--- config.mk ---
export PLATFORM = sky130hd
export DESIGN_NAME = lsu_mem_master
export DESIGN_NICKNAME = d
export VERILOG_FILES = /design/src/rtl/lsu_mem_master.sv
export SDC_FILE = /design/constraint.sdc
export NUM_CORES = 1
export LEC_CHECK = 0
export BUFFER_PORTS_ARGS = -buffer_cell sky130_fd_sc_hd__buf_2
export CORE_MARGIN = 2
export CORE_UTILIZATION = 40
export DETAILED_ROUTE_END_ITERATION = 8
export SKIP_CTS_REPAIR_TIMING = 1
export SYNTH_ARGS = -nofsm -noshare
export SYNTH_HDL_FRONTEND = slang
export SYNTH_SLANG_ARGS = --single-unit
--- constraint.sdc ---
create_clock -name clk -period 6.06 [get_ports clk]
set_clock_uncertainty 0.05 [all_clocks]
set_input_delay 0.909 -clock clk [delete_from_list [all_inputs] [get_ports clk]]
set_output_delay 0.909 -clock clk [all_outputs]
set_load 0.02 [all_outputs]
--- src/rtl/lsu_mem_master.sv ---
// ============================================================================
// Module   : lsu_mem_master
// Purpose  : Byte-addressed load/store initiator for a word-addressed RAM.
//            Optional macro MISALIGN_TRAP_EN makes misaligned half/word
//            requests return an error instead of being silently aligned.
// Revision : 1.0
// ============================================================================
`default_nettype none

module lsu_mem_master #(
    parameter int DATA_WIDTH = 32,
    parameter int MEM_WORDS  = 64,
    parameter int MEM_RD_LAT = 1
) (
    input  logic                  clk,
    input  logic                  rst_n,
    input  logic                  req_valid,
    output logic                  req_ready,
    input  logic                  req_we,
    input  logic [1:0]            req_size,
    input  logic                  req_unsigned,
    input  logic [DATA_WIDTH-1:0] req_addr,
    input  logic [DATA_WIDTH-1:0] req_wdata,
    output logic                  rsp_valid,
    output logic [DATA_WIDTH-1:0] rsp_rdata,
    output logic                  rsp_err,
    output logic [DATA_WIDTH-1:0] mem_addr,
    output logic [DATA_WIDTH-1:0] mem_wdata,
    output logic                  mem_we,
    output logic                  mem_re,
    input  logic [DATA_WIDTH-1:0] mem_rdata
);

    localparam int LAT_W = (MEM_RD_LAT > 0) ? $clog2(MEM_RD_LAT + 1) : 1;

    localparam logic [2:0] S_IDLE = 3'd0;
    localparam logic [2:0] S_RD   = 3'd1;
    localparam logic [2:0] S_WAIT = 3'd2;
    localparam logic [2:0] S_WR   = 3'd3;
    localparam logic [2:0] S_RESP = 3'd4;

    localparam logic [1:0] SZ_BYTE = 2'b00;
    localparam logic [1:0] SZ_HALF = 2'b01;
    localparam logic [1:0] SZ_WORD = 2'b10;
    localparam logic [1:0] SZ_RSVD = 2'b11;

    logic [2:0]            r_state;
    logic [LAT_W-1:0]      r_lat_cnt;
    logic                  r_we;
    logic [1:0]            r_size;
    logic                  r_uns;
    logic [1:0]            r_off;
    logic [DATA_WIDTH-1:0] r_wdata;
    logic [DATA_WIDTH-1:0] r_idx;
    logic [DATA_WIDTH-1:0] r_mem_wdata;
    logic [DATA_WIDTH-1:0] r_rdata;
    logic                  r_err;

    logic [DATA_WIDTH-1:0] w_idx;
    logic                  w_idx_bad;
    logic                  w_size_bad;
    logic                  w_misalign;
    logic [1:0]            w_off;
    logic                  w_acc_err;
    logic [7:0]            w_byte;
    logic [15:0]           w_half;
    logic [DATA_WIDTH-1:0] w_load_val;
    logic [DATA_WIDTH-1:0] w_merged;
    logic                  w_rd_done;

    // ------------------------------------------------------------------
    // Accept-time decode: word index, error detection, effective lane
    // ------------------------------------------------------------------
    assign w_idx      = {2'b00, req_addr[DATA_WIDTH-1:2]};
    assign w_idx_bad  = (w_idx >= DATA_WIDTH'(MEM_WORDS));
    assign w_size_bad = (req_size == SZ_RSVD);

`ifdef MISALIGN_TRAP_EN
    assign w_misalign = ((req_size == SZ_HALF) && req_addr[0]) ||
                        ((req_size == SZ_WORD) && (req_addr[1:0] != 2'b00));
    assign w_off      = req_addr[1:0];
`else
    assign w_misalign = 1'b0;
    // Offending low address bits are dropped so the access stays aligned.
    always_comb begin
        case (req_size)
            SZ_HALF: w_off = {req_addr[1], 1'b0};
            SZ_WORD: w_off = 2'b00;
            default: w_off = req_addr[1:0];
        endcase
    end
`endif

    assign w_acc_err = w_idx_bad | w_size_bad | w_misalign;

    // ------------------------------------------------------------------
    // Little-endian lane extraction and extension for loads
    // ------------------------------------------------------------------
    assign w_byte = mem_rdata[{r_off, 3'b000} +: 8];
    assign w_half = mem_rdata[{r_off[1], 4'b0000} +: 16];

    always_comb begin
        case (r_size)
            SZ_BYTE: w_load_val = {{(DATA_WIDTH-8){~r_uns & w_byte[7]}}, w_byte};
            SZ_HALF: w_load_val = {{(DATA_WIDTH-16){~r_uns & w_half[15]}}, w_half};
            default: w_load_val = mem_rdata;
        endcase
    end

    // Read-modify-write: only the addressed lane takes the store data.
    always_comb begin
        w_merged = mem_rdata;
        case (r_size)
            SZ_BYTE: w_merged[{r_off, 3'b000} +: 8]     = r_wdata[7:0];
            SZ_HALF: w_merged[{r_off[1], 4'b0000} +: 16] = r_wdata[15:0];
            default: w_merged = r_wdata;
        endcase
    end

    // Read data is sampled on the edge closing the last mem_re cycle.
    always_comb begin
        if (MEM_RD_LAT == 0) begin
            w_rd_done = (r_state == S_RD);
        end else begin
            w_rd_done = (r_state == S_WAIT) && (r_lat_cnt == LAT_W'(MEM_RD_LAT));
        end
    end

    // ------------------------------------------------------------------
    // Control FSM
    // ------------------------------------------------------------------
    always_ff @(posedge clk or negedge rst_n) begin
        if (!rst_n) begin
            r_state     <= S_IDLE;
            r_lat_cnt   <= '0;
            r_we        <= 1'b0;
            r_size      <= 2'b00;
            r_uns       <= 1'b0;
            r_off       <= 2'b00;
            r_wdata     <= '0;
            r_idx       <= '0;
            r_mem_wdata <= '0;
            r_rdata     <= '0;
            r_err       <= 1'b0;
        end else begin
            case (r_state)
                S_IDLE: begin
                    r_lat_cnt <= '0;
                    if (req_valid) begin
                        r_we    <= req_we;
                        r_size  <= req_size;
                        r_uns   <= req_unsigned;
                        r_off   <= w_off;
                        r_wdata <= req_wdata;
                        r_idx   <= w_idx;
                        r_err   <= w_acc_err;
                        if (w_acc_err) begin
                            r_rdata <= '0;
                            r_state <= S_RESP;
                        end else if (req_we && (req_size == SZ_WORD)) begin
                            r_mem_wdata <= req_wdata;
                            r_state     <= S_WR;
                        end else begin
                            r_state <= S_RD;
                        end
                    end
                end
                S_RD, S_WAIT: begin
                    if (w_rd_done) begin
                        if (r_we) begin
                            r_mem_wdata <= w_merged;
                            r_state     <= S_WR;
                        end else begin
                            r_rdata <= w_load_val;
                            r_state <= S_RESP;
                        end
                    end else begin
                        r_lat_cnt <= r_lat_cnt + LAT_W'(1);
                        r_state   <= S_WAIT;
                    end
                end
                S_WR: begin
                    r_rdata <= '0;
                    r_state <= S_RESP;
                end
                S_RESP: begin
                    r_err   <= 1'b0;
                    r_state <= S_IDLE;
                end
                default: begin
                    r_state <= S_IDLE;
                end
            endcase
        end
    end

    // Strobes decode straight from the state so an async reset kills them.
    assign req_ready = (r_state == S_IDLE);
    assign mem_re    = (r_state == S_RD) || (r_state == S_WAIT);
    assign mem_we    = (r_state == S_WR);
    assign rsp_valid = (r_state == S_RESP);
    assign rsp_err   = (r_state == S_RESP) && r_err;
    assign rsp_rdata = r_rdata;
    assign mem_addr  = r_idx;
    assign mem_wdata = r_mem_wdata;

endmodule

`default_nettype wire

==> Word-level counts from Yosys, hierarchy flattened <==
Index checks and enable logic that the tools add are counted.
{ "word_totals": {"register_bits": 137, "latch_bits": 0, "ramBits": 0, "rom_bits": 0, "output_inout_bits": 101, "wordCells": 82, "memories": 0} }
{ "classes": {"add_sub_neg": 3, "multipliers": 0, "div_mod_pow": 0, "order_cmp": 1, "n_eq_ne": 16, "n_shift": 6, "n_mux": 26, "bitwise": 4, "reduce_logical": 15} }
{ "ops": {"columns": ["cell", "count"], "rows": [
  ["$mux 32", 9],
  ["$pmux 32 s2", 3],
  ["$pmux 32 s3", 1],
  ["$bwmux 32", 2],
  ["$shift 16x7->32 const A", 1],
  ["$shift 8x7->32 const A", 1],
  ["$shiftx 16x7->32", 1],
  ["$shiftx 32x6->16", 1],
  ["$shiftx 32x6->8", 1],
  ["$shiftx 8x7->32", 1],
  ["$ge 30x7->1 const B", 1],
  ["$neg 5->7", 2],
  ["$mux 3", 4],
  ["$ne 2x2->1 const B", 6],
  ["$pmux 3 s3", 1],
  ["$eq 3x2->1 const B", 2],
  ["$reduce_and 2->1", 3],
  ["$reduce_and 6->1", 1],
  ["$reduce_and 5->1", 1],
  ["$eq 2x1->1 const B", 2],
  ["$eq 2x2->1 const B", 2],
  ["$ne 2x1->1 const B", 2],
  ["$pmux 1 s2", 2],
  ["$pmux 2 s2", 1],
  ["15 further kinds", 20]
]} }

==> Longest topological paths before layout <==
{ "depth": {"word_depth": 7, "depth_mapped": 10} }

==> Least setup slack after synthesis <==
Ideal clock, no wire load.
{ "synth_path": {"path_type": "register to register", "from": "reg r_off[1]", "to": "reg r_mem_wdata[24] (netlist: mem_wdata[24])", "arrival_ps": 2565, "required_ps": 5931, "setup_slack_ps": 3366, "stages_incl_launch_ff": 10, "n_path_buf": 2, "path_cell_list": "dfrtp_1 buf_2 inv_1 buf_1 ha_1 nor4bb_1 nor3b_1 a221o_1 o22ai_1 mux2i_1"} }
{ "synth_between": {"elab_chain_len": 7, "word_cells_on_any_way": 12, "classes_between": "add/sub: 2; shift: 4; mux: 6"} }
{ "synth_lines": {"columns": ["element", "line_no", "source"], "rows": [
  ["start, declared", "52", "logic [1:0] r_off;"],
  ["start signal, assigned", "153", "r_off <= w_off;"],
  ["$neg 5->7 (on tied branches)", "115, 114", null],
  ["$shiftx 16x7->32 (tied with other cells)", "115", "SZ_HALF: w_merged[{r_off[1], 4'b0000} +: 16] = r_wdata[15:0];"],
  ["$bwmux 32 (on tied branches)", "115, 114", null],
  ["$pmux 32 s2 (*)", "113", "case (r_size)"],
  ["$mux 32 (*)", "170", "if (r_we) begin"],
  ["$mux 32 (*)", "169", "if (w_rd_done) begin"],
  ["$pmux 32 s2 (*)", "146", "case (r_state)"],
  ["end signal, assigned", "161", "r_mem_wdata <= req_wdata;"],
  ["end signal, assigned", "171", "r_mem_wdata <= w_merged;"],
  ["end, declared", "55", "logic [DATA_WIDTH-1:0] r_mem_wdata;"]
]} }
Mark *: on every way between the ends. The rest lies on a longest branch, timed or not. The select of a mux whose other input is x is not followed.
A chain may end at the register's enable or synchronous reset.

==> Final worst setup path <==
{ "layout_path": {"from": "reg r_state[1]", "to": "out mem_re"} }
{ "layout_between": {"elab_chain_len": 2, "word_cells_on_any_way": 3, "classes_between": "eq/ne: 2; reduce/logical: 1"} }
{ "layout_lines": {"columns": ["element", "line_no", "source"], "rows": [
  ["start, declared", "47", "logic [2:0] r_state;"],
  ["start signal, assigned", "134", "r_state <= S_IDLE;"],
  ["start signal, assigned", "159", "r_state <= S_RESP;"],
  ["start signal, assigned", "162", "r_state <= S_WR;"],
  ["$eq 3x1->1 / $eq 3x2->1 (equally long branches)", "199", "assign mem_re = (r_state == S_RD) || (r_state == S_WAIT);"],
  ["$logic_or 1x1->1 (*)", "199", null],
  ["end, declared", "30", "output logic mem_re,"]
]} }
Mark *: on every way between the ends. The rest lies on a longest branch, timed or not.

==> impl_summary.txt <==
----------------------------------------------------
[Critical path]
  Kind of start point of the critical path ... register
  Max FO, Critical Path ... 42
  Slowest stage cell, crit path ... inv_2
  Family with the most delay on the worst path ... buffers and inverters
  Setup slack on the worst flop-to-flop path ... roughly 3.0 ns
  Required time at the worst-slack endpoint ... just over 5 ns
  Arr. time, crit path ... between 2 and 2.5 ns
  FF-to-FF Start ... r_off[0]
  Cell count of the worst reg-to-reg path ... 7
  Critical path endpoint category ... output port
  Cell-by-cell trace of the critical path ... nand2b_1 -> a21o_1 -> buf_4 -> inv_2 -> buf_2
  Number of buffer and inverter stages on the critical path ... 3
  Delay of the slowest critical-path stage ... 0.58 ns
  Setup CP Type ... reg2out
  RR Endpoint ... mem_wdata[16]

[Global routing]
  Number of antenna violations at the first check in global routing ... 0
  Via count of the first global-routing pass ... 6589
  Largest net degree at the start of global routing ... between 100 and 150
  Wire length of the first global-routing pass ... 37.1 mm
  Grt total ovfl ... 0
  Global-route usage over all layers ... about a quarter

[Timing]
  Minimum period implied by the final worst setup slack ... 3.43 ns
  Hold WS ... 0.418 ns
  Crit share post-route ... a little under three fifths
  Unrepaired setup endpoints after global routing ... no
  Count of final setup violators ... 0
  Worst max-slew margin expressed relative to the limit ... approximately 20%
  Final hold violations ... 0
  Setup TNS Final ... 0 ns
  Final number of max-transition violations ... 0
  Worst Tran Pin Value ... ~1.2 ns
  Highest achievable clock rate ... a little under 0.3 GHz

[Synthesis]
  Unique cell type count in the Yosys netlist ... slightly below 60
  Avg Synthesized Cell Area ... 9.42 sq um
  Seq cells post-synth ... around 140
  Synth warnings ... 0
  Cell area after technology mapping ... roughly 7500 sq um
  Post-synth EDFFs ... 0
  Fraction of registers with async set or reset after synthesis ... between 90% and 100%
  Most common flop cell mapped by yosys ... dfrtp_1
  Part of the Yosys area used for sequential elements ... 45.5%
  Post-Synthesis Cells ... 800

[Finish]
  Nets ... ~1100
  Number of filler cells placed in the layout ... 1771
  Area taken by multi-input logic gates ... about 3700 sq um
  Synthesis-to-finish area growth ... 22.4%
  Antenna diode count ... 0
  Register area ... approximately 3400 sq um
  Fraction of final layout cells with drive strength greater than 1 ... 30.2%

[Clock network]
  Latest clock arrival within the worst-skew pair ... between 0.4 and 0.5 ns
  # clock sinks ... approximately 140
  TritonCTS buffer count ... 17
  Deepest level of the CTS H-tree ... 4
  Cell at the root of the clock tree ... clkbuf_16
  Clock Tree Buf Depth ... 2
  TritonCTS clock tree ... built
  Clock-pin slew reported for the worst setup and hold paths after clock tree synthesis ... approximately 0.07 ns

[Route]
  Aggregate routed wire length ... around 23 mm
  Number of vias after detailed routing ... 6806
  DRC violations left ... 0
  Post-DR wirelength/cell ... roughly 19 um
  Number of design-rule violations left by the first detailed-router iteration ... approximately 630
  Vias per std cell ... about 5.6
  Final ANT Viol Nets ... 0
  Number of detailed-route iterations in the first pass ... 5

[Power]
  Power density of the placed cells ... about 300 nW/um^2
  Worst VDD drop ... between 0.2 and 0.25 mV
  Standby leakage power ... between 0.004 and 0.005 uW

[Worst hold path]
  Min-delay src ... mem_addr[13]
  Cells on Worst Hold Path ... 2
  Hold Path End ... mem_addr[13]
  Path type of the worst min-delay path ... reg2reg

[Die]
  Die area ... between 15000 and 20000 sq um
  Row Count ... 50
  Core footprint ... 18600 sq um
  Effective utilization at floorplan ... between 40% and 50%
  Overall die width ... approximately 140 um
  Height of the die ... 141 um
  Total I/O pin count ... roughly 200

[Place]
  HPWL reported at the end of detailed placement ... approximately 16 mm
  Placer congestion estimate ... 0.851
  Port-buffer cells ... around 200

[Run status]
  Run status ... completed

[Job]
  Max-capacitance violation count ... 0

----------------------------------------------------
power breakdown:
| part | total [uW] | switching (uW) | leakage [uW] | internal (uW) |
|---|---|---|---|---|
| logic | 646 | 400 | 0.00276 | 246 |
| clock network | 1020 | 432 | 0.000260 | 588 |
| registers | 1110 | 87.9 | 0.00172 | 1020 |
worst register-to-register path: stages, from the launching register on:
cell and delay, ns:
dfrtp_1 0.58, inv_1 0.19, ha_1 0.38, nor4bb_1 0.95
a221oi_1 0.20, a211o_1 0.37, a21oi_1 0.17, mux2_4 0.17
synth_stat cells (2+ instances only):
library cell	number	area, sq um
dfrtp_1	137	3430
and3_1	3	18.8
mux4_2	2	45.0
and2_0	5	31.3
o2bb2ai_1	8	70.1
nor4_1	2	12.5
and2_1	3	18.8
buf_2	10	50.1
clkbuf_1	37	139
ha_1	8	100
a22o_1	8	70.1
nand2b_1	8	50.1
a22oi_1	7	52.6
mux2i_1	27	270
nor3_1	3	15.0
a221oi_1	17	149
o22ai_1	22	138
o21ai_0	8	40.0
nor2b_1	35	219
mux2_1	5	56.3
inv_1	26	97.6
buf_4	3	22.5
a21oi_1	35	175
a221o_1	21	210
nand3_1	2	10.0
buf_1	6	22.5
mux2_2	15	169
a211oi_1	5	37.5
buf_6	4	45.0
o2bb2ai_2	9	135
or2_2	2	12.5
a2111oi_0	13	114
mux2_4	14	210
nand2_1	208	781
a211o_1	10	87.6
nor4bb_1	2	20.0
nor2_1	47	176
nor4_2	3	37.5
metal layers:
metal	GRT usage (%)	up-vias	share of wire, %
met2	34.6	279	44
met5	0	-	0
met4	6.05	0	1.4
met3	5.71	33	8.0
met1	35.5	3349	47
li1	-	3145	-
sequential cells by signal, indices dropped and copies added (netlist names):
signal,flops
mem_addr,30
mem_wdata,32
r_err,1
r_lat_cnt,1
r_off,2
r_size,2
r_state,3
r_uns,1
r_wdata,32
r_we,1
rsp_rdata,32
how the worst max path moves through the flow:
| stage | depth (start not counted) | startpoint | end | slack (ns) |
|---|---|---|---|---|
| CTS | 5 | r_state[1] | mem_re | 2.61 |
| floorplan | 9 | r_off[1] | mem_wdata[24] | 3.37 |
| global route | 5 | r_state[1] | mem_re | 2.46 |
| detailed placement | 8 | req_size[0] | mem_wdata[4] | 2.72 |
| global placement | 7 | req_size[0] | rsp_rdata[3] | 2.71 |
| finish | 5 | r_state[1] | mem_re | 2.63 |
layout by cell type (no fill, tap or decap), types with 3 or more instances in the layout:
cell type	count
a2111oi_0	13
a211o_1	10
a211oi_1	5
a21oi_1	35
a221o_1	21
a221oi_1	17
a22o_1	8
a22oi_1	7
and2_0	5
and3_1	3
buf_2	200
buf_4	9
clkbuf_16	17
clkinvlp_4	7
dfrtp_1	136
ha_1	8
inv_1	26
inv_6	3
mux2_1	5
mux2_2	15
mux2_4	14
mux2i_1	27
nand2_1	207
nand2b_1	8
nor2_1	47
nor2b_1	35
nor3_1	3
nor4_2	3
o21ai_0	8
o22ai_1	22
o2bb2ai_1	8
o2bb2ai_2	9
cells by family (layout without fill, tap and decap cells):
logic type | count (synthesis) | count (layout) | share of synthesized area (%)
AND/OR/NAND/NOR | 332 | 332 | 19.8
AO/OA/AOI/OAI | 172 | 172 | 18.3
flip-flops | 137 | 137 | 45.5
buffers and inverters | 87 | 269 | 5.05
multiplexers | 63 | 63 | 9.96
adder cells (fa/ha/maj) | 8 | 8 | 1.33
other | 1 | 2 | 0.0498
cell type report:
class	count	share of cell area, %
clock buffer	19	4.91
clock inverter	13	1.29
inverter	27	1.10
multi-input combinational	577	40.6
sequential	137	37.2
tap	234	3.18
timing repair buffer	210	11.7
through the flow:
stage | total power, uW | area, sq um | utilization (%) | cells | worst slack (ns)
detailed placement | 1770 | 8650 | 46.6 | 1185 | 2.72
global placement | 1760 | 8650 | 46.6 | 1185 | 2.71
finish | 2780 | 9220 | 49.6 | 1217 | 2.63
global route | 2910 | 9220 | 49.6 | 1217 | 2.46
floorplan | 1530 | 7540 | - | 801 | 3.37
CTS | 2790 | 9220 | 49.6 | 1217 | 2.61
No activity file was read; power rests on OpenSTA's default activity.
